[src/rtl/call_stack_if.sv]
// Command/status bundle between the SAP-2 controller/bus and the call stack.
// The master drives commands and bus data; the slave returns stack state.
interface call_stack_if #(
    parameter int DATA_WIDTH  = 16,
    parameter int COUNT_WIDTH = 5
);
    logic                   i_push;
    logic                   i_pop;
    logic                   i_clear_err;
    logic [DATA_WIDTH-1:0]  i_bus_data;
    logic [DATA_WIDTH-1:0]  o_stack_data;
    logic [COUNT_WIDTH-1:0] o_count;
    logic                   o_empty;
    logic                   o_full;
    logic                   o_overflow;
    logic                   o_underflow;

    modport master (
        output i_push, i_pop, i_clear_err, i_bus_data,
        input  o_stack_data, o_count, o_empty, o_full,
        input  o_overflow, o_underflow
    );

    modport slave (
        input  i_push, i_pop, i_clear_err, i_bus_data,
        output o_stack_data, o_count, o_empty, o_full,
        output o_overflow, o_underflow
    );
endinterface

[src/rtl/call_stack.sv]
// LIFO return-address stack with a registered top-of-stack copy,
// saturating occupancy count and sticky overflow/underflow flags.
module call_stack #(
    parameter int DATA_WIDTH  = 16,
    parameter int DEPTH       = 16,
    parameter int COUNT_WIDTH = $clog2(DEPTH + 1)
) (
    input logic        i_clk,
    input logic        i_reset,
    call_stack_if.slave bus
);
    localparam int IDX_W = $clog2(DEPTH);

    logic [DATA_WIDTH-1:0]  mem_q [DEPTH];
    logic [DATA_WIDTH-1:0]  top_q, top_d;
    logic [COUNT_WIDTH-1:0] count_q, count_d;
    logic                   ovf_q, ovf_d;
    logic                   unf_q, unf_d;

    logic                   we;
    logic [IDX_W-1:0]       waddr;
    logic [IDX_W-1:0]       top_idx;
    logic [IDX_W-1:0]       below_idx;
    logic                   is_empty;
    logic                   is_full;
    logic                   ovf_set;
    logic                   unf_set;

    assign is_empty = (count_q == '0);
    assign is_full  = (count_q == COUNT_WIDTH'(DEPTH));

    // Indices are forced to 0 when the count cannot support them,
    // so the array is never addressed out of range.
    assign top_idx   = is_empty ? '0
                     : IDX_W'(count_q - COUNT_WIDTH'(1));
    assign below_idx = (count_q > COUNT_WIDTH'(1))
                     ? IDX_W'(count_q - COUNT_WIDTH'(2)) : '0;

    always_comb begin
        count_d = count_q;
        top_d   = top_q;
        we      = 1'b0;
        waddr   = top_idx;
        ovf_set = 1'b0;
        unf_set = 1'b0;

        if (bus.i_push && bus.i_pop) begin
            we    = 1'b1;
            top_d = bus.i_bus_data;
            if (is_empty) begin
                waddr   = '0;
                count_d = COUNT_WIDTH'(1);
                unf_set = 1'b1;
            end
        end else if (bus.i_push) begin
            if (is_full) begin
                ovf_set = 1'b1;
            end else begin
                we      = 1'b1;
                waddr   = IDX_W'(count_q);
                count_d = count_q + COUNT_WIDTH'(1);
                top_d   = bus.i_bus_data;
            end
        end else if (bus.i_pop) begin
            if (count_q > COUNT_WIDTH'(1)) begin
                count_d = count_q - COUNT_WIDTH'(1);
                top_d   = mem_q[below_idx];
            end else if (!is_empty) begin
                count_d = '0;
                top_d   = '0;
            end else begin
                unf_set = 1'b1;
            end
        end

        // A fresh error beats a clear in the same cycle.
        ovf_d = ovf_set | (ovf_q & ~bus.i_clear_err);
        unf_d = unf_set | (unf_q & ~bus.i_clear_err);
    end

    always_ff @(posedge i_clk or posedge i_reset) begin
        if (i_reset) begin
            count_q <= '0;
            top_q   <= '0;
            ovf_q   <= 1'b0;
            unf_q   <= 1'b0;
        end else begin
            count_q <= count_d;
            top_q   <= top_d;
            ovf_q   <= ovf_d;
            unf_q   <= unf_d;
        end
    end

    always_ff @(posedge i_clk) begin
        if (we) begin
            mem_q[waddr] <= bus.i_bus_data;
        end
    end

    assign bus.o_stack_data = top_q;
    assign bus.o_count      = count_q;
    assign bus.o_empty      = is_empty;
    assign bus.o_full       = is_full;
    assign bus.o_overflow   = ovf_q;
    assign bus.o_underflow  = unf_q;
endmodule
[src/flat_wrapper.sv]
// flat-port wrapper written by rule: the top's interface ports become plain ports
module call_stack_flat 
#(
    parameter int DATA_WIDTH  = 16,
    parameter int DEPTH       = 16,
    parameter int COUNT_WIDTH = $clog2(DEPTH + 1)
)
  (i_clk, i_reset, bus_i_push, bus_i_pop, bus_i_clear_err, bus_i_bus_data, bus_o_stack_data, bus_o_count, bus_o_empty, bus_o_full, bus_o_overflow, bus_o_underflow);
  call_stack_if #(.DATA_WIDTH(DATA_WIDTH), .COUNT_WIDTH(COUNT_WIDTH)) bus_i ();
  input logic i_clk;
  input logic i_reset;
  input wire logic [$bits(bus_i.i_push)-1:0] bus_i_push;
  input wire logic [$bits(bus_i.i_pop)-1:0] bus_i_pop;
  input wire logic [$bits(bus_i.i_clear_err)-1:0] bus_i_clear_err;
  input wire logic [$bits(bus_i.i_bus_data)-1:0] bus_i_bus_data;
  output wire logic [$bits(bus_i.o_stack_data)-1:0] bus_o_stack_data;
  output wire logic [$bits(bus_i.o_count)-1:0] bus_o_count;
  output wire logic [$bits(bus_i.o_empty)-1:0] bus_o_empty;
  output wire logic [$bits(bus_i.o_full)-1:0] bus_o_full;
  output wire logic [$bits(bus_i.o_overflow)-1:0] bus_o_overflow;
  output wire logic [$bits(bus_i.o_underflow)-1:0] bus_o_underflow;
  assign bus_i.i_push = bus_i_push;
  assign bus_i.i_pop = bus_i_pop;
  assign bus_i.i_clear_err = bus_i_clear_err;
  assign bus_i.i_bus_data = bus_i_bus_data;
  assign bus_o_stack_data = bus_i.o_stack_data;
  assign bus_o_count = bus_i.o_count;
  assign bus_o_empty = bus_i.o_empty;
  assign bus_o_full = bus_i.o_full;
  assign bus_o_overflow = bus_i.o_overflow;
  assign bus_o_underflow = bus_i.o_underflow;
  call_stack #(.DATA_WIDTH(DATA_WIDTH), .DEPTH(DEPTH), .COUNT_WIDTH(COUNT_WIDTH)) u_core (.i_clk(i_clk), .i_reset(i_reset), .bus(bus_i));
endmodule
[config.mk]
export PLATFORM = sky130hd
export DESIGN_NAME = call_stack_flat
export DESIGN_NICKNAME = d
export VERILOG_FILES = /design/src/rtl/call_stack_if.sv /design/src/rtl/call_stack.sv /design/src/flat_wrapper.sv
export SDC_FILE = /design/constraint.sdc
export NUM_CORES = 1
export LEC_CHECK = 0
export BUFFER_PORTS_ARGS = -buffer_cell sky130_fd_sc_hd__clkbuf_2
export CORE_MARGIN = 2
export CORE_UTILIZATION = 50
export DETAILED_ROUTE_END_ITERATION = 7
export GPL_ROUTABILITY_DRIVEN = 0
export PLACE_DENSITY = 0.67
export SYNTH_ARGS = -nofsm -noshare
export SYNTH_HDL_FRONTEND = slang
export SYNTH_SLANG_ARGS = --single-unit
[constraint.sdc]
create_clock -name i_clk -period 4.4 [get_ports i_clk]
set_clock_uncertainty 0.05 [all_clocks]
set_input_delay 0.44 -clock i_clk [delete_from_list [all_inputs] [get_ports i_clk]]
set_output_delay 0.44 -clock i_clk [all_outputs]
set_load 0.03 [all_outputs]
==> metrics <==
crit path launch type register; largest fanout on the critical path 16; fin crit period 3.77 ns; global-route wire length before repair 41.6 mm; status complete, no violations; die area 24800 µm²; multi-input logic area 3260 µm²; Post-Route WL 27.9 mm; syn_area_per_cell 15.3 µm²; post-synth cell types 57; share of layout cells above drive strength 1 20.1%; largest net degree at the start of global routing 97; DR vias/cell 6.13; setup TNS 0 ns; initial drt markers 809; yosys warns 0; CTS H-tree depth 1; post-route cell area 13300 µm²; CTS root buf clkbuf_16; post-CTS setup repair buffer count 0; Worst VDD drop 0.000587 V; Worst-path clk slew 0.06 ns; CTS tree done; Routed Antenna Nets 0; crit end category register; Post-synth EDFFs 256; initial core utilization 50.6%; Placed Area 12400 µm²; PwrDens 732 nW/µm²; via count of the routed design 7179; dominant register cell in the synthesized netlist edfxtp_1; mapped cell area 11800 µm²; static leakage 4.47 nW; Inserted Clock Buffers 28; First-pass DRT Iterations 5; top-area cell type share of the netlist area 65.4%; setup ws final 0.627 ns; area grow syn2layout 13.0%; critical path type reg2reg; Hold WS 0.0649 ns; post-synthesis sequential area ratio 70.3%; Tcrit/Tclk final 85.7%; Die H 157 µm; post-place setup slack 0.723 ns; # port buffers 45; CTS Hold Buffers Added 0; Core ar. 23300 µm²; top cells by area, synth edfxtp_1 65%, dfrtp_1 4.9%, mux4_2 4.0%; residual DRC count 0; GRT Total Usage 22.6%; Max Transition Viols Final 0; Clock Latency Late Sink 0.53 ns; maximum clock path buffer count 3; Post-DP HPWL 17.7 mm; Hold/Removal Path Class in2reg; Yosys reg bits 279; Max Freq 265 MHz; Crit path required time 4.76 ns; # clock sinks 279; FILL cells 1824; Ant. Diodes 0; count leader, synth edfxtp_1; Slew HR 26.0%; Post-Synthesis Cells 771; GRT overflow 0; Syn Nets 799; initial antenna violation count 0; WL/cell 23.8 µm; ys async rst share 8.24%; Synth area leader edfxtp_1; number of placement rows 56; top-level I/O count 46; Final Hold Viols 0; post-cts sizing count 0; Die Width 157 µm; # setup viols final 0; vias in the first global route 6950; WP data arrival 4.13 ns; Nets 858; Worst Max-Slew Pin Slew 1.11 ns; Reg area 8270 µm²; RSZ-0062 raised after global routing no; max-cap viol count 0; Core Util, Final 57.1%; top cells by count, synth 256 x edfxtp_1, 63 x nand2_1, 46 x nor2_1, 32 x mux2i_1, 28 x nor2b_1
## path summary, 6_finish.rpt
kind	slack [ns]	from	end	depth (start not counted)
worst max-delay path	0.63	u_core.bus.o_count[1]	u_core.bus.o_stack_data[9]	8
worst min-delay path	0.06	bus_i_clear_err	u_core.bus.o_overflow	2
worst max register to register	0.63	u_core.bus.o_count[1]	u_core.bus.o_stack_data[9]	8
worst min register to register	0.49	u_core.bus.o_overflow	u_core.bus.o_overflow	2
max in group asynchronous	3.42	i_reset	u_core.bus.o_count[0]	2
min in group asynchronous	0.10	i_reset	u_core.bus.o_count[3]	2
## sequential cells by signal, summed over array words and instances, names as in the netlist
register,cells
u_core.mem_q,256
u_core.bus.o_count,5
u_core.bus.o_underflow,1
u_core.bus.o_stack_data,16
u_core.bus.o_overflow,1
## power by group
group	leakage, nW	switching [W]	internal (W)
clock	0.437	0.000961	0.00132
combinational	1.44	0.00251	0.00140
sequential	2.59	0.000223	0.00331
total	4.47	0.00370	0.00603
## logic make-up after synthesis
group                      synth area share [%]
buffers and inverters                      2.18
and+or+nand+nor                            7.29
xor gates and xnor gates                 0.0745
AOI/OAI and AO/OA                          11.1
adders and majority gates                 0.745
muxes                                      8.37
DFF                                        70.3
## cells in the final DEF (no fill, tap or decap), types with 10 or more instances in the layout
master | synthesis | routed
edfxtp_1 | 256 | 256
mux2i_1 | 32 | 32
o22ai_1 | 10 | 10
o21ai_0 | 18 | 18
a221oi_1 | 12 | 12
o31ai_1 | 17 | 17
o21ai_1 | 13 | 13
clkbuf_2 | 0 | 45
nand2_1 | 63 | 63
a21oi_1 | 16 | 16
mux2_2 | 17 | 17
nor2b_1 | 28 | 26
o211ai_1 | 16 | 16
dfrtp_1 | 23 | 22
a211oi_1 | 20 | 20
nor2_1 | 46 | 46
nor3_1 | 13 | 13
buf_4 | 2 | 27
clkbuf_16 | 0 | 29
mux4_2 | 21 | 21
## final cells by class
cell class / instances / area share (%)
sequential: 279 / 62.2
multi-input combinational: 438 / 24.5
clock buffer: 35 / 5.63
timing repair buffer: 73 / 3.37
tap: 319 / 3.00
clock inverter: 17 / 1.02
inverter: 10 / 0.282
## critical path, cell delays in order, from the launching register on
cell and delay, ns:
dfrtp_1 0.75, inv_1 0.38, ha_1 0.40, nor2b_1 0.16, o21ai_1 0.26, and2_1 0.64
mux4_2 0.58, o211ai_1 0.30, o31ai_1 0.12
## per-layer routing
metal	up-vias	global-route usage, %	routed length, µm
met1	3626	32.2	11800
met2	339	36.1	13300
met3	55	3.41	2060
met5	-	0	0
met4	0	7.01	719
li1	3159	-	-
## through the flow
step,instances,power (W)
floorplan,771,0.00630
global placement,1119,0.00735
detailed placement,1119,0.00747
CTS,1171,0.00974
global route,1171,0.0102
finish,1171,0.00973
No activity file was read; power rests on OpenSTA's default activity.
